===== config.mk =====
export PLATFORM = sky130hd
export DESIGN_NAME = spi_master_param_flat
export DESIGN_NICKNAME = d
export VERILOG_FILES = /design/src/rtl/spi_pkg.sv /design/src/rtl/spi_master_param_if.sv /design/src/rtl/spi_clk_gen.sv /design/src/rtl/spi_master_param.sv /design/src/flat_wrapper.sv
export SDC_FILE = /design/constraint.sdc
export NUM_CORES = 1
export LEC_CHECK = 0
export CORE_MARGIN = 5
export CORE_UTILIZATION = 30
export DETAILED_ROUTE_END_ITERATION = 10
export PLACE_DENSITY_LB_ADDON = 0.1
export SYNTH_ARGS = -nofsm -noshare
export SYNTH_HDL_FRONTEND = slang
export SYNTH_SLANG_ARGS = --single-unit

===== constraint.sdc =====
create_clock -name clk -period 2.1 [get_ports clk]
set_clock_uncertainty 0.1 [all_clocks]
set_input_delay 0.525 -clock clk [delete_from_list [all_inputs] [get_ports clk]]
set_output_delay 0.525 -clock clk [all_outputs]
set_load 0.02 [all_outputs]

===== src/rtl/spi_pkg.sv =====
// Shared types and helpers for the parametrised SPI master.
// Latency: n/a (types and constant functions only).
// Backpressure: n/a.
package spi_pkg;

    typedef enum logic [2:0] {
        IDLE,
        SETUP,
        XFER,
        HOLD,
        DONE
    } spi_state_e;

    typedef struct packed {
        logic cpol;
        logic cpha;
    } spi_mode_t;

    // Width of an index/counter for n items; never narrower than one bit.
    function automatic int clog2_min1(input int n);
        return (n > 1) ? $clog2(n) : 1;
    endfunction

endpackage


===== src/rtl/spi_master_param_if.sv =====
// Host-side command bus plus SPI pins of the SPI master, with master/slave views.
// Latency: n/a (wiring only).
// Backpressure: none; start is only honoured while busy is low.
// Optional: SPI_LSB_FIRST_EN adds the lsb_first request bit.
interface spi_master_param_if #(
    parameter int DATA_W = 8,
    parameter int NUM_SS = 1
);
    localparam int SS_W = spi_pkg::clog2_min1(NUM_SS);

    logic              start;
    logic [DATA_W-1:0] data_in;
    logic [SS_W-1:0]   cs_sel;
    logic              cpol;
    logic              cpha;
`ifdef SPI_LSB_FIRST_EN
    logic              lsb_first;
`endif
    logic              miso;
    logic              mosi;
    logic              sclk;
    logic [NUM_SS-1:0] ss;
    logic [DATA_W-1:0] data_out;
    logic              done;
    logic              busy;
    logic              err;

`ifdef SPI_LSB_FIRST_EN
    modport master (
        input  start, data_in, cs_sel, cpol, cpha, lsb_first, miso,
        output mosi, sclk, ss, data_out, done, busy, err
    );
    modport slave (
        output start, data_in, cs_sel, cpol, cpha, lsb_first, miso,
        input  mosi, sclk, ss, data_out, done, busy, err
    );
`else
    modport master (
        input  start, data_in, cs_sel, cpol, cpha, miso,
        output mosi, sclk, ss, data_out, done, busy, err
    );
    modport slave (
        output start, data_in, cs_sel, cpol, cpha, miso,
        input  mosi, sclk, ss, data_out, done, busy, err
    );
`endif

endinterface


===== src/rtl/spi_clk_gen.sv =====
// SCLK generator: half-period counter, phase/edge strobes and the sclk register.
// Latency: sclk toggles on the clk edge that ends each CLK_DIV-cycle half period in XFER.
// Backpressure: none; counter runs only while run is high and clears otherwise.
module spi_clk_gen
    import spi_pkg::*;
#(
    parameter int CLK_DIV = 2
) (
    input  logic clk,
    input  logic rst,
    input  logic run,
    input  logic xfer,
    input  logic idle_lvl,
    output logic phase_end,
    output logic lead_stb,
    output logic trail_stb,
    output logic sclk
);
    localparam int CNT_W = clog2_min1(CLK_DIV);
    localparam logic [CNT_W-1:0] CNT_LAST = CNT_W'(CLK_DIV - 1);

    logic [CNT_W-1:0] cnt_q, cnt_d;
    logic             sclk_q, sclk_d;

    // A half period ends on the last count; an edge leaving the idle level is a leading edge.
    assign phase_end = run && (cnt_q == CNT_LAST);
    assign lead_stb  = xfer && phase_end && (sclk_q == idle_lvl);
    assign trail_stb = xfer && phase_end && (sclk_q != idle_lvl);
    assign sclk      = sclk_q;

    // Next counter value and sclk level: toggle in XFER, park at the idle level elsewhere.
    always_comb begin
        cnt_d  = '0;
        sclk_d = idle_lvl;
        if (run && !phase_end) begin
            cnt_d = cnt_q + CNT_W'(1);
        end
        if (xfer) begin
            sclk_d = phase_end ? ~sclk_q : sclk_q;
        end
    end

    // Counter and sclk registers.
    always_ff @(posedge clk) begin
        if (rst) begin
            cnt_q  <= '0;
            sclk_q <= 1'b0;
        end else begin
            cnt_q  <= cnt_d;
            sclk_q <= sclk_d;
        end
    end

endmodule


===== src/rtl/spi_master_param.sv =====
// Parametrised SPI master: DATA_W-bit words, run-time CPOL/CPHA, CLK_DIV divider, NUM_SS selects.
// Latency: done pulses (2*DATA_W+2)*CLK_DIV+1 cycles after the accepted-start cycle.
// Backpressure: start is ignored while busy; out-of-range cs_sel is rejected with an err pulse.
// Optional: SPI_LSB_FIRST_EN adds lsb_first (latched on start) for LSB-first shifting.
module spi_master_param
    import spi_pkg::*;
#(
    parameter int DATA_W  = 8,
    parameter int NUM_SS  = 1,
    parameter int CLK_DIV = 2
) (
    input  logic               clk,
    input  logic               rst,
    spi_master_param_if.master bus
);
    localparam int SS_W = clog2_min1(NUM_SS);
    localparam int BC_W = $clog2(DATA_W + 1);
    localparam logic [SS_W:0]   NUM_SS_L = (SS_W + 1)'(NUM_SS);
    localparam logic [BC_W-1:0] LAST_BIT = BC_W'(DATA_W - 1);

    spi_state_e        state_q, state_d;
    spi_mode_t         mode_q, mode_d;
    logic [SS_W-1:0]   cs_q, cs_d;
    logic [DATA_W-1:0] tx_q, tx_d;
    logic [DATA_W-1:0] rx_q, rx_d;
    logic [BC_W-1:0]   bit_cnt_q, bit_cnt_d;
    logic              mosi_q, mosi_d;
    logic [NUM_SS-1:0] ss_q, ss_d;
    logic [DATA_W-1:0] data_out_q, data_out_d;
    logic              done_q, done_d;
    logic              busy_q, busy_d;
    logic              err_q, err_d;

    logic lsb_sel;
    logic lsb_new;
    logic run, xfer, idle_lvl;
    logic phase_end, lead_stb, trail_stb, sclk;
    logic shift_stb, sample_stb;

`ifdef SPI_LSB_FIRST_EN
    logic lsb_q, lsb_d;
    assign lsb_sel = lsb_q;
    assign lsb_new = bus.lsb_first;

    // Bit-order register, latched with the rest of the transfer setup.
    always_ff @(posedge clk) begin
        if (rst) begin
            lsb_q <= 1'b0;
        end else begin
            lsb_q <= lsb_d;
        end
    end
`else
    assign lsb_sel = 1'b0;
    assign lsb_new = 1'b0;
`endif

    function automatic logic out_bit(input logic [DATA_W-1:0] w, input logic lsb);
        return lsb ? w[0] : w[DATA_W-1];
    endfunction

    function automatic logic [DATA_W-1:0] shift_out(input logic [DATA_W-1:0] w, input logic lsb);
        return lsb ? {1'b0, w[DATA_W-1:1]} : {w[DATA_W-2:0], 1'b0};
    endfunction

    function automatic logic [DATA_W-1:0] shift_in(input logic [DATA_W-1:0] w, input logic lsb,
                                                   input logic b);
        return lsb ? {b, w[DATA_W-1:1]} : {w[DATA_W-2:0], b};
    endfunction

    // In IDLE sclk follows the live cpol; during a transfer it uses the latched mode.
    assign run      = (state_q == SETUP) || (state_q == XFER) || (state_q == HOLD);
    assign xfer     = (state_q == XFER);
    assign idle_lvl = (state_q == IDLE) ? bus.cpol : mode_q.cpol;

    // cpha=0 drives on trailing / samples on leading; cpha=1 the other way round.
    assign shift_stb  = mode_q.cpha ? lead_stb : trail_stb;
    assign sample_stb = mode_q.cpha ? trail_stb : lead_stb;

    spi_clk_gen #(
        .CLK_DIV (CLK_DIV)
    ) u_clk_gen (
        .clk       (clk),
        .rst       (rst),
        .run       (run),
        .xfer      (xfer),
        .idle_lvl  (idle_lvl),
        .phase_end (phase_end),
        .lead_stb  (lead_stb),
        .trail_stb (trail_stb),
        .sclk      (sclk)
    );

    // Next-state, datapath and registered-output decode.
    always_comb begin
        state_d    = state_q;
        mode_d     = mode_q;
        cs_d       = cs_q;
        tx_d       = tx_q;
        rx_d       = rx_q;
        bit_cnt_d  = bit_cnt_q;
        mosi_d     = mosi_q;
        data_out_d = data_out_q;
        err_d      = 1'b0;
`ifdef SPI_LSB_FIRST_EN
        lsb_d      = lsb_q;
`endif
        unique case (state_q)
            IDLE: begin
                if (bus.start) begin
                    if ({1'b0, bus.cs_sel} < NUM_SS_L) begin
                        state_d     = SETUP;
                        mode_d.cpol = bus.cpol;
                        mode_d.cpha = bus.cpha;
                        cs_d        = bus.cs_sel;
                        rx_d        = '0;
                        bit_cnt_d   = '0;
`ifdef SPI_LSB_FIRST_EN
                        lsb_d       = bus.lsb_first;
`endif
                        // cpha=0 needs the first bit on mosi before the first leading edge.
                        if (!bus.cpha) begin
                            mosi_d = out_bit(bus.data_in, lsb_new);
                            tx_d   = shift_out(bus.data_in, lsb_new);
                        end else begin
                            tx_d   = bus.data_in;
                        end
                    end else begin
                        err_d = 1'b1;
                    end
                end
            end
            SETUP: begin
                if (phase_end) begin
                    state_d = XFER;
                end
            end
            XFER: begin
                if (shift_stb) begin
                    mosi_d = out_bit(tx_q, lsb_sel);
                    tx_d   = shift_out(tx_q, lsb_sel);
                end
                if (sample_stb) begin
                    rx_d = shift_in(rx_q, lsb_sel, bus.miso);
                end
                // One bit completes per sclk cycle; the last trailing edge ends the shift phase.
                if (trail_stb) begin
                    bit_cnt_d = bit_cnt_q + BC_W'(1);
                    if (bit_cnt_q == LAST_BIT) begin
                        state_d = HOLD;
                    end
                end
            end
            HOLD: begin
                if (phase_end) begin
                    state_d    = DONE;
                    data_out_d = rx_q;
                end
            end
            DONE: begin
                state_d = IDLE;
            end
            default: begin
                state_d = IDLE;
            end
        endcase

        done_d = (state_d == DONE);
        busy_d = (state_d != IDLE);
        if ((state_d == SETUP) || (state_d == XFER) || (state_d == HOLD)) begin
            ss_d = ~(NUM_SS'(1) << cs_d);
        end else begin
            ss_d = '1;
        end
    end

    // State, datapath and output registers.
    always_ff @(posedge clk) begin
        if (rst) begin
            state_q    <= IDLE;
            mode_q     <= '0;
            cs_q       <= '0;
            tx_q       <= '0;
            rx_q       <= '0;
            bit_cnt_q  <= '0;
            mosi_q     <= 1'b0;
            ss_q       <= '1;
            data_out_q <= '0;
            done_q     <= 1'b0;
            busy_q     <= 1'b0;
            err_q      <= 1'b0;
        end else begin
            state_q    <= state_d;
            mode_q     <= mode_d;
            cs_q       <= cs_d;
            tx_q       <= tx_d;
            rx_q       <= rx_d;
            bit_cnt_q  <= bit_cnt_d;
            mosi_q     <= mosi_d;
            ss_q       <= ss_d;
            data_out_q <= data_out_d;
            done_q     <= done_d;
            busy_q     <= busy_d;
            err_q      <= err_d;
        end
    end

    assign bus.mosi     = mosi_q;
    assign bus.sclk     = sclk;
    assign bus.ss       = ss_q;
    assign bus.data_out = data_out_q;
    assign bus.done     = done_q;
    assign bus.busy     = busy_q;
    assign bus.err      = err_q;

endmodule

===== src/flat_wrapper.sv =====
// flat-port wrapper written by rule: the top's interface ports become plain ports
module spi_master_param_flat import spi_pkg::*;
#(
    parameter int DATA_W  = 8,
    parameter int NUM_SS  = 1,
    parameter int CLK_DIV = 2
)
  (clk, rst, bus_start, bus_data_in, bus_cs_sel, bus_cpol, bus_cpha, bus_miso, bus_mosi, bus_sclk, bus_ss, bus_data_out, bus_done, bus_busy, bus_err);
  spi_master_param_if #(.DATA_W(DATA_W), .NUM_SS(NUM_SS)) bus_i ();
  input  logic clk;
  input  logic rst;
  input wire logic [$bits(bus_i.start)-1:0] bus_start;
  input wire logic [$bits(bus_i.data_in)-1:0] bus_data_in;
  input wire logic [$bits(bus_i.cs_sel)-1:0] bus_cs_sel;
  input wire logic [$bits(bus_i.cpol)-1:0] bus_cpol;
  input wire logic [$bits(bus_i.cpha)-1:0] bus_cpha;
  input wire logic [$bits(bus_i.miso)-1:0] bus_miso;
  output wire logic [$bits(bus_i.mosi)-1:0] bus_mosi;
  output wire logic [$bits(bus_i.sclk)-1:0] bus_sclk;
  output wire logic [$bits(bus_i.ss)-1:0] bus_ss;
  output wire logic [$bits(bus_i.data_out)-1:0] bus_data_out;
  output wire logic [$bits(bus_i.done)-1:0] bus_done;
  output wire logic [$bits(bus_i.busy)-1:0] bus_busy;
  output wire logic [$bits(bus_i.err)-1:0] bus_err;
  assign bus_i.start = bus_start;
  assign bus_i.data_in = bus_data_in;
  assign bus_i.cs_sel = bus_cs_sel;
  assign bus_i.cpol = bus_cpol;
  assign bus_i.cpha = bus_cpha;
  assign bus_i.miso = bus_miso;
  assign bus_mosi = bus_i.mosi;
  assign bus_sclk = bus_i.sclk;
  assign bus_ss = bus_i.ss;
  assign bus_data_out = bus_i.data_out;
  assign bus_done = bus_i.done;
  assign bus_busy = bus_i.busy;
  assign bus_err = bus_i.err;
  spi_master_param #(.DATA_W(DATA_W), .NUM_SS(NUM_SS), .CLK_DIV(CLK_DIV)) u_core (.clk(clk), .rst(rst), .bus(bus_i));
endmodule

==> results of run 1 <==
## sequential cells by signal, summed over array words and instances (netlist names)
signal	cells
u_core.bus.ss	1
u_core.bus.err	1
u_core.bus.mosi	1
u_core.bus.done	1
u_core.bus.data_out	8
u_core.cs_q	1
u_core.mode_q	2
u_core.rx_q	8
u_core.state_q	3
u_core.bit_cnt_q	4
u_core.u_clk_gen.sclk	1
u_core.u_clk_gen.cnt_q	1
u_core.bus.busy	1
u_core.tx_q	8
## final cells by class
cell class	count	area [um2]	share of cell area [%]
multi-input combinational	145	1010	40.6
sequential	41	821	32.9
timing repair buffer	45	464	18.6
tap	75	93.8	3.76
clock buffer	5	68.8	2.76
clock inverter	3	21.3	0.852
inverter	4	15.0	0.601
## cells in the final DEF, fill, tap and decap left out, types with 2 or more instances in the layout
master                            Yosys  layout
sky130_fd_sc_hd__nand2_1             42      41
sky130_fd_sc_hd__dfxtp_1             41      41
sky130_fd_sc_hd__clkdlybuf4s50_1      0      27
sky130_fd_sc_hd__mux2i_1             23      23
sky130_fd_sc_hd__nor2_1              14      14
sky130_fd_sc_hd__buf_4                1      12
sky130_fd_sc_hd__a21oi_1             11      11
sky130_fd_sc_hd__o211ai_1             7       7
sky130_fd_sc_hd__xor2_1               5       5
sky130_fd_sc_hd__clkbuf_8             0       5
sky130_fd_sc_hd__or3_1                6       4
sky130_fd_sc_hd__nand3_1              4       4
sky130_fd_sc_hd__inv_1                3       3
sky130_fd_sc_hd__nor3_1               4       3
sky130_fd_sc_hd__or3_4                0       2
sky130_fd_sc_hd__nor4b_1              2       2
sky130_fd_sc_hd__nand2b_1             2       2
sky130_fd_sc_hd__nor2b_1              2       2
sky130_fd_sc_hd__nand4_1              2       2
sky130_fd_sc_hd__or3b_1               3       2
sky130_fd_sc_hd__a2111oi_2            1       2
sky130_fd_sc_hd__a311oi_2             2       2
sky130_fd_sc_hd__a2111oi_0            4       2
sky130_fd_sc_hd__and3_1               2       2
sky130_fd_sc_hd__buf_12               0       2
## stage by stage
step	setup slack [ns]	area (um2)	cells	power (uW)
final	0.0727	2500	318	1570
after global routing	0.00724	2500	318	1660
after CTS	-0.00725	2410	317	1580
after detailed placement	-0.342	2310	309	1040
after global placement	-0.358	2310	309	1040
after floorplan	0.129	1850	201	944
## layer usage
| metal | GRT usage (%) | vias up | share of wire, % |
|---|---|---|---|
| li1 | - | 799 | - |
| met5 | 0 | - | 0 |
| met1 | 16.2 | 678 | 51 |
| met3 | 3.07 | 5 | 4.1 |
| met2 | 16.9 | 23 | 44 |
| met4 | 3.71 | 0 | 0.97 |
## how the worst max path moves through the flow
stage / endpoint / slack [ns] / from / depth (start not counted)
6_report: bus_sclk / 0.07 / u_core.u_clk_gen.sclk / 1
5_1_grt: bus_sclk / 0.007 / u_core.u_clk_gen.sclk / 1
4_1_cts: u_core.bus.ss / -0.007 / bus_start / 5
3_5_place_dp: u_core.bus.ss / -0.34 / bus_start / 5
3_3_place_gp: u_core.tx_q[1] / -0.36 / bus_cpol / 6
2_1_floorplan: u_core.bus.ss / 0.13 / bus_start / 5
## power by group through the flow
stage               logic (uW)  clock network [uW]  registers [uW]
detailed placement         203                   0             835
CTS                        207                 559             816
global route               249                 592             819
floorplan                  108                   0             837
global placement           204                   0             835
finish                     227                 523             816
## cells by family after synthesis
| kind of cell | Yosys count |
|---|---|
| adders and majority gates | 1 |
| AOI/OAI and AO/OA | 28 |
| and+or+nand+nor | 85 |
| DFF | 41 |
| xor gates and xnor gates | 8 |
| buffers and inverters | 15 |
| muxes | 23 |
## what timing repair did
item	4_1_cts	5_1_grt
cloned	0	1
resized for setup	2	15
setup buffers	0	0
setup endpoints to repair	13	22
pin swaps	0	4
==> results.py, run 1 <==
metrics = {
    "run_status": {
        "run_status": "finished, final reports clean",
    },
    "synth": {
        "main_combinational_cell_family_by_area_after_synthesis": "simple AND/OR/NAND/NOR gates",
        "synth_compound_area_share_pct": 11.6,
        "synth-adder-area-share_pct": 0.678,
        "synth_xor_area_share_pct": 5.28,
        "syn_area_um2": 1850,
        "yosysTopAreaCell": "sky130_fd_sc_hd__dfxtp_1",
        "simple_gate_fraction_of_synth_area_pct": 21.7,
        "yosys.cell_types.count": 33,
        "synth_enable_flop_cells": 0,
        "synth.most_common_cell": "sky130_fd_sc_hd__nand2_1",
        "yosys_register_bits": 41,
        "syn-mean-instance-area_um2": 9.19,
        "synth.area.mux_share_pct": 12.5,
        "synthTopCellsByArea": "sky130_fd_sc_hd__dfxtp_1 44%, sky130_fd_sc_hd__mux2i_1 12%, sky130_fd_sc_hd__nand2_1 8.5%",
        "ys_seq_area_share_pct": 44.4,
        "syn-instance-count": 201,
        "synth-main-ff-cell": "sky130_fd_sc_hd__dfxtp_1",
        "ys.warnings.count": 0,
        "ys_async_sr_fraction_pct": 0,
        "synth_top_area_share_pct": 44.4,
        "synth_nets": 217,
        "top_cells_by_count_synth": "42 x sky130_fd_sc_hd__nand2_1, 41 x sky130_fd_sc_hd__dfxtp_1, 23 x sky130_fd_sc_hd__mux2i_1, 14 x sky130_fd_sc_hd__nor2_1, 11 x sky130_fd_sc_hd__a21oi_1",
    },
    "final_layout": {
        "area_delta_synth_final_pct": 35.2,
        "n_antenna_cell": 0,
        "finish.net_count": 258,
        "fill_cells": 644,
        "post_route_cells_drive_above_1_share_pct": 14.8,
        "post-route-util_pct": 41.9,
    },
    "clock_tree": {
        "clock_pin_slew_of_the_registers_on_the_worst_case_setup_and_hold_paths_ns": 0.08,
        "clk_latency_ns": 0.29,
        "tritoncts_num_sinks": 41,
        "cts_tree": "done",
        "clock_tree.root_cell": "sky130_fd_sc_hd__clkbuf_8",
        "number_of_buffers_inserted_for_hold_repair_after_clock_tree_synthesis": 0,
        "tritoncts.num_buffers": 5,
        "cts.htree.levels": 2,
        "clk_path_buf_depth": 2,
    },
    "drt": {
        "drtAntennaViolNets": 0,
        "route.vias.total": 1505,
        "detail_route.iter0.violations": 73,
        "wl_per_cell_um": 13.3,
        "route.final.wire_length_mm": 4.24,
        "detail_route.first_pass.iterations": 4,
        "vias_per_cell": 4.73,
        "drc": 0,
    },
    "setup_path": {
        "timing.rr.start": "u_core.u_clk_gen.cnt_q",
        "worst-path-max-fanout": 5,
        "critical_path_buf_inv_count": 1,
        "crit_path_max_incr_delay_ns": 0.65,
        "r2r_setup_slack_ns": 0.21,
        "setup.worst_path.end_class": "primary output",
        "crit_chain": "clkdlybuf4s50_1",
        "type_of_the_worst_setup_path": "register to primary output",
        "r2r_path_end": "u_core.tx_q[1]",
        "critical-path-slowest-cell": "sky130_fd_sc_hd__clkdlybuf4s50_1",
        "timing.critical_path.arrival_ns": 1.40,
        "cp_top_family": "buffers and inverters",
        "setup.worst_path.start_class": "register",
        "worst_ep_required_time_ns": 1.47,
        "worst_reg2reg_path_length_in_cells": 5,
    },
    "worst_hold_path": {
        "worstHoldStart": "u_core.bus.data_out[4]",
        "timing.hold.worst.class": "register to register",
        "timing.hold.worst_endpoint": "u_core.bus.data_out[4]",
        "timing.hold.worst_path_depth": 2,
    },
    "timing": {
        "slew_viol_final": 0,
        "final.period_utilization_pct": 96.5,
        "timing.fmax_mhz": 493,
        "total_negative_setup_slack_ns": 0,
        "maxSlewHeadroom_pct": 65.9,
        "worst_slew_pin_slew_ns": 0.498,
        "grt_setup_unrepaired": "no",
        "setup_violations": 0,
        "whs_ns": 0.359,
        "final-hold-violation-count": 0,
        "timing.final.crit_period_ns": 2.03,
    },
    "power": {
        "cell_internal_pwr_uw": 1160,
        "cellPowerDensity_nw_per_um2": 627,
        "switching_share_pct": 25.8,
        "leakage_uw": 0.00101,
        "max-vdd-ir-drop_v": 0.000331,
        "clockPowerShare_pct": 33.4,
        "total_switching_power_uw": 405,
        "seq_power_share_pct": 52.1,
        "power.share.combinational_pct": 14.5,
    },
    "floorplanning": {
        "core_um2": 5960,
        "floorplan.initialDensity_pct": 31.0,
        "die_width_um": 88.5,
        "placementRows": 28,
        "chipHeight_um": 88.5,
        "num_io_pins": 29,
        "dieArea_um2": 7830,
    },
    "placement": {
        "port_buffers": 28,
        "gpl.final_weighted_congestion": 0.690,
        "dp.final_hpwl_mm": 2.89,
    },
    "global_routing": {
        "grt.total_usage_pct": 11.4,
        "grt_antenna_before_repair": 0,
        "grt_first_pass_wirelength_mm": 6.97,
        "first_global_vias": 1476,
        "global_route.overflow_total": 0,
        "grt_max_degree": 20,
    },
    "flow_run": {
        "max_cap_violations": 0,
    },
}
Note: power is estimated with default switching activity, not from simulation.
==> run 2: changes to the inputs <==
--- a/config.mk
+++ b/config.mk
@@ -9,6 +9,7 @@
 export CORE_UTILIZATION = 30
 export DETAILED_ROUTE_END_ITERATION = 10
 export PLACE_DENSITY_LB_ADDON = 0.1
+export SLEW_MARGIN = 5
 export SYNTH_ARGS = -nofsm -noshare
 export SYNTH_HDL_FRONTEND = slang
 export SYNTH_SLANG_ARGS = --single-unit
==> results of run 2 <==
Final layout, timing and power as in run 1 (identical DEF).
==> run 3: changes to the inputs <==
--- a/config.mk
+++ b/config.mk
@@ -6,7 +6,7 @@
 export NUM_CORES = 1
 export LEC_CHECK = 0
 export CORE_MARGIN = 5
-export CORE_UTILIZATION = 30
+export CORE_UTILIZATION = 40
 export DETAILED_ROUTE_END_ITERATION = 10
 export PLACE_DENSITY_LB_ADDON = 0.1
 export SLEW_MARGIN = 5
==> run 3 against run 2 <==
Effect of this change: via count is 4.9% higher; die area is 22% lower; non-clock buffer count is 1 lower; highest routed layer unchanged; worst setup slack better by 0.0086 ns; critical path depth stayed put; combinational power is 5% lower; wire length is 1.4% higher; hold slack worse by 0.0057 ns; maximum frequency is 0.43% higher.
==> results.py, run 3 (synthesis results as in run 1) <==
metrics = {
    "power": {
        "cellPowerDensity_nw_per_um2": 650,
        "leakage_uw": 0.000991,
        "finalPower_uw": 1580,
        "max-vdd-ir-drop_v": 0.000375,
    },
    "timing": {
        "whs_ns": 0.353,
        "total_negative_setup_slack_ns": 0,
        "timing.final.crit_period_ns": 2.02,
        "final.period_utilization_pct": 96.1,
        "maxSlewHeadroom_pct": 68.0,
        "final-hold-violation-count": 0,
        "setup_violations": 0,
        "timing.fmax_mhz": 495,
        "slew_viol_final": 0,
        "grt_setup_unrepaired": "no",
        "worst_slew_pin_slew_ns": 0.477,
        "post-route-worst-setup-slack_ns": 0.0813,
    },
    "clock_tree": {
        "clk_latency_ns": 0.29,
        "tritoncts_num_sinks": 41,
        "number_of_buffers_inserted_for_hold_repair_after_clock_tree_synthesis": 0,
        "cts_tree": "done",
        "cts.repair_timing.setup_buffer_count": 0,
        "cts.htree.levels": 2,
        "clk_path_buf_depth": 2,
        "tritoncts.num_buffers": 5,
        "clock_tree.root_cell": "sky130_fd_sc_hd__clkbuf_8",
        "clock_pin_slew_of_the_registers_on_the_worst_case_setup_and_hold_paths_ns": 0.08,
    },
    "global_routing": {
        "grt_first_pass_wirelength_mm": 7.54,
        "global_route.overflow_total": 0,
        "grt_antenna_before_repair": 0,
        "first_global_vias": 1617,
        "grt_max_degree": 20,
        "grt.total_usage_pct": 15.3,
    },
    "drt": {
        "detail_route.first_pass.iterations": 4,
        "wl_per_cell_um": 14.6,
        "vias_per_cell": 5.37,
        "detailed_routed_wire_length_on_met2_mm": 2.10,
        "met3_length_um": 220,
        "route.final.wire_length_mm": 4.30,
        "detail_route.iter0.violations": 70,
        "routedLengthMet1_mm": 1.93,
        "top_signal_layer_used": "met4",
        "drtAntennaViolNets": 0,
        "drc": 0,
        "route.vias.total": 1578,
    },
    "setup_path": {
        "worst-path-max-fanout": 5,
        "type_of_the_worst_setup_path": "register to primary output",
        "setup.worst_path.start_class": "register",
        "setup.worst_path.end_class": "primary output",
        "worst_ep_required_time_ns": 1.47,
        "timing.critical_path.arrival_ns": 1.39,
        "critical-path-slowest-cell": "sky130_fd_sc_hd__clkdlybuf4s50_1",
        "timing.rr.start": "u_core.u_clk_gen.cnt_q",
        "critical_path_buf_inv_count": 1,
        "crit_path_max_incr_delay_ns": 0.65,
        "cp_top_family": "buffers and inverters",
        "worst_setup_path_startpoint": "u_core.u_clk_gen.sclk",
        "crit_chain": "clkdlybuf4s50_1",
    },
    "worst_hold_path": {
        "worstHoldStart": "u_core.bus.data_out[0]",
        "timing.hold.worst.class": "register to register",
    },
    "floorplanning": {
        "core_um2": 4410,
        "chipHeight_um": 77.9,
        "die_width_um": 77.9,
        "dieArea_um2": 6080,
        "floorplan.initialDensity_pct": 41.8,
        "num_io_pins": 29,
        "placementRows": 24,
    },
    "final_layout": {
        "final-seq-area_um2": 821,
        "area_delta_synth_final_pct": 31.2,
        "post-route-util_pct": 54.9,
        "finish.net_count": 257,
        "layout.cells.most_common_list": "41 x sky130_fd_sc_hd__nand2_1, 41 x sky130_fd_sc_hd__dfxtp_1, 27 x sky130_fd_sc_hd__clkdlybuf4s50_1, 23 x sky130_fd_sc_hd__mux2i_1",
        "fill_cells": 396,
        "area_of_the_multi_input_gates_um2": 1000,
        "n_antenna_cell": 0,
        "post_route_cells_drive_above_1_share_pct": 14.0,
    },
    "placement": {
        "gpl.final_weighted_congestion": 0.793,
        "dp.final_hpwl_mm": 3.12,
        "dp_worst_setup_slack_ns": -0.384,
        "port_buffers": 28,
    },
    "flow_run": {
        "max_cap_violations": 0,
    },
    "run_status": {
        "run_status": "finished, final reports clean",
    },
}
run 3: cell types whose count changed in the layout (fill, tap and decap cells not counted), sizes merged:
cell and change:
clkinvlp -1, inv -1, clkinv +1, dlymetal6s2s -1, dlygate4sd2 +1
run 3: path summary, 6_finish.rpt:
path | to | slack [ns] | cells after the start
min reg2reg | u_core.bus.data_out[0] | 0.35 | 2
min | u_core.bus.data_out[0] | 0.35 | 2
max | bus_sclk | 0.08 | 1
max reg2reg | u_core.tx_q[1] | 0.10 | 5
run 3: layout make-up:
cell class / count / share of cell area (%)
clock buffers: 6 / 3.41
multi-input cells: 145 / 41.4
clock inverters: 2 / 0.568
well taps: 52 / 2.68
repair buffers: 44 / 17.5
flip-flops and latches: 41 / 33.9
inverters: 4 / 0.620
run 3: per-layer routing:
layer	vias to the layer above	global-route usage (%)
met5	-	0
met4	0	5.07
met3	6	4.40
met2	33	25.9
met1	749	18.8
li1	790	-
run 3: metrics by stage:
| step | instance area, um2 | cells |
|---|---|---|
| global route | 2420 | 294 |
| detailed placement | 2280 | 286 |
| CTS | 2420 | 294 |
| global placement | 2280 | 286 |
| finish | 2420 | 294 |
| floorplan | 1850 | 201 |
run 3: report_power, final:
group	switching (uW)	total, uW	internal, uW
clock	277	543	266
combinational	98.5	216	117
sequential	18.2	816	798
run 3: worst reg2reg max path, stage by stage, from the launching register on:
cell	delay, ns
sky130_fd_sc_hd__dfxtp_1	0.47
sky130_fd_sc_hd__or3b_1	0.43
sky130_fd_sc_hd__a2111oi_2	0.38
sky130_fd_sc_hd__or3_4	0.20
sky130_fd_sc_hd__buf_12	0.13
sky130_fd_sc_hd__mux2i_1	0.20
run 3: timing repair:
| item | CTS | global route |
|---|---|---|
| gates resized for setup | 10 | 2 |
| endpoints found under the setup margin | 21 | 1 |
| hold endpoints to repair | 0 | 0 |
| pin swaps | 3 | 0 |
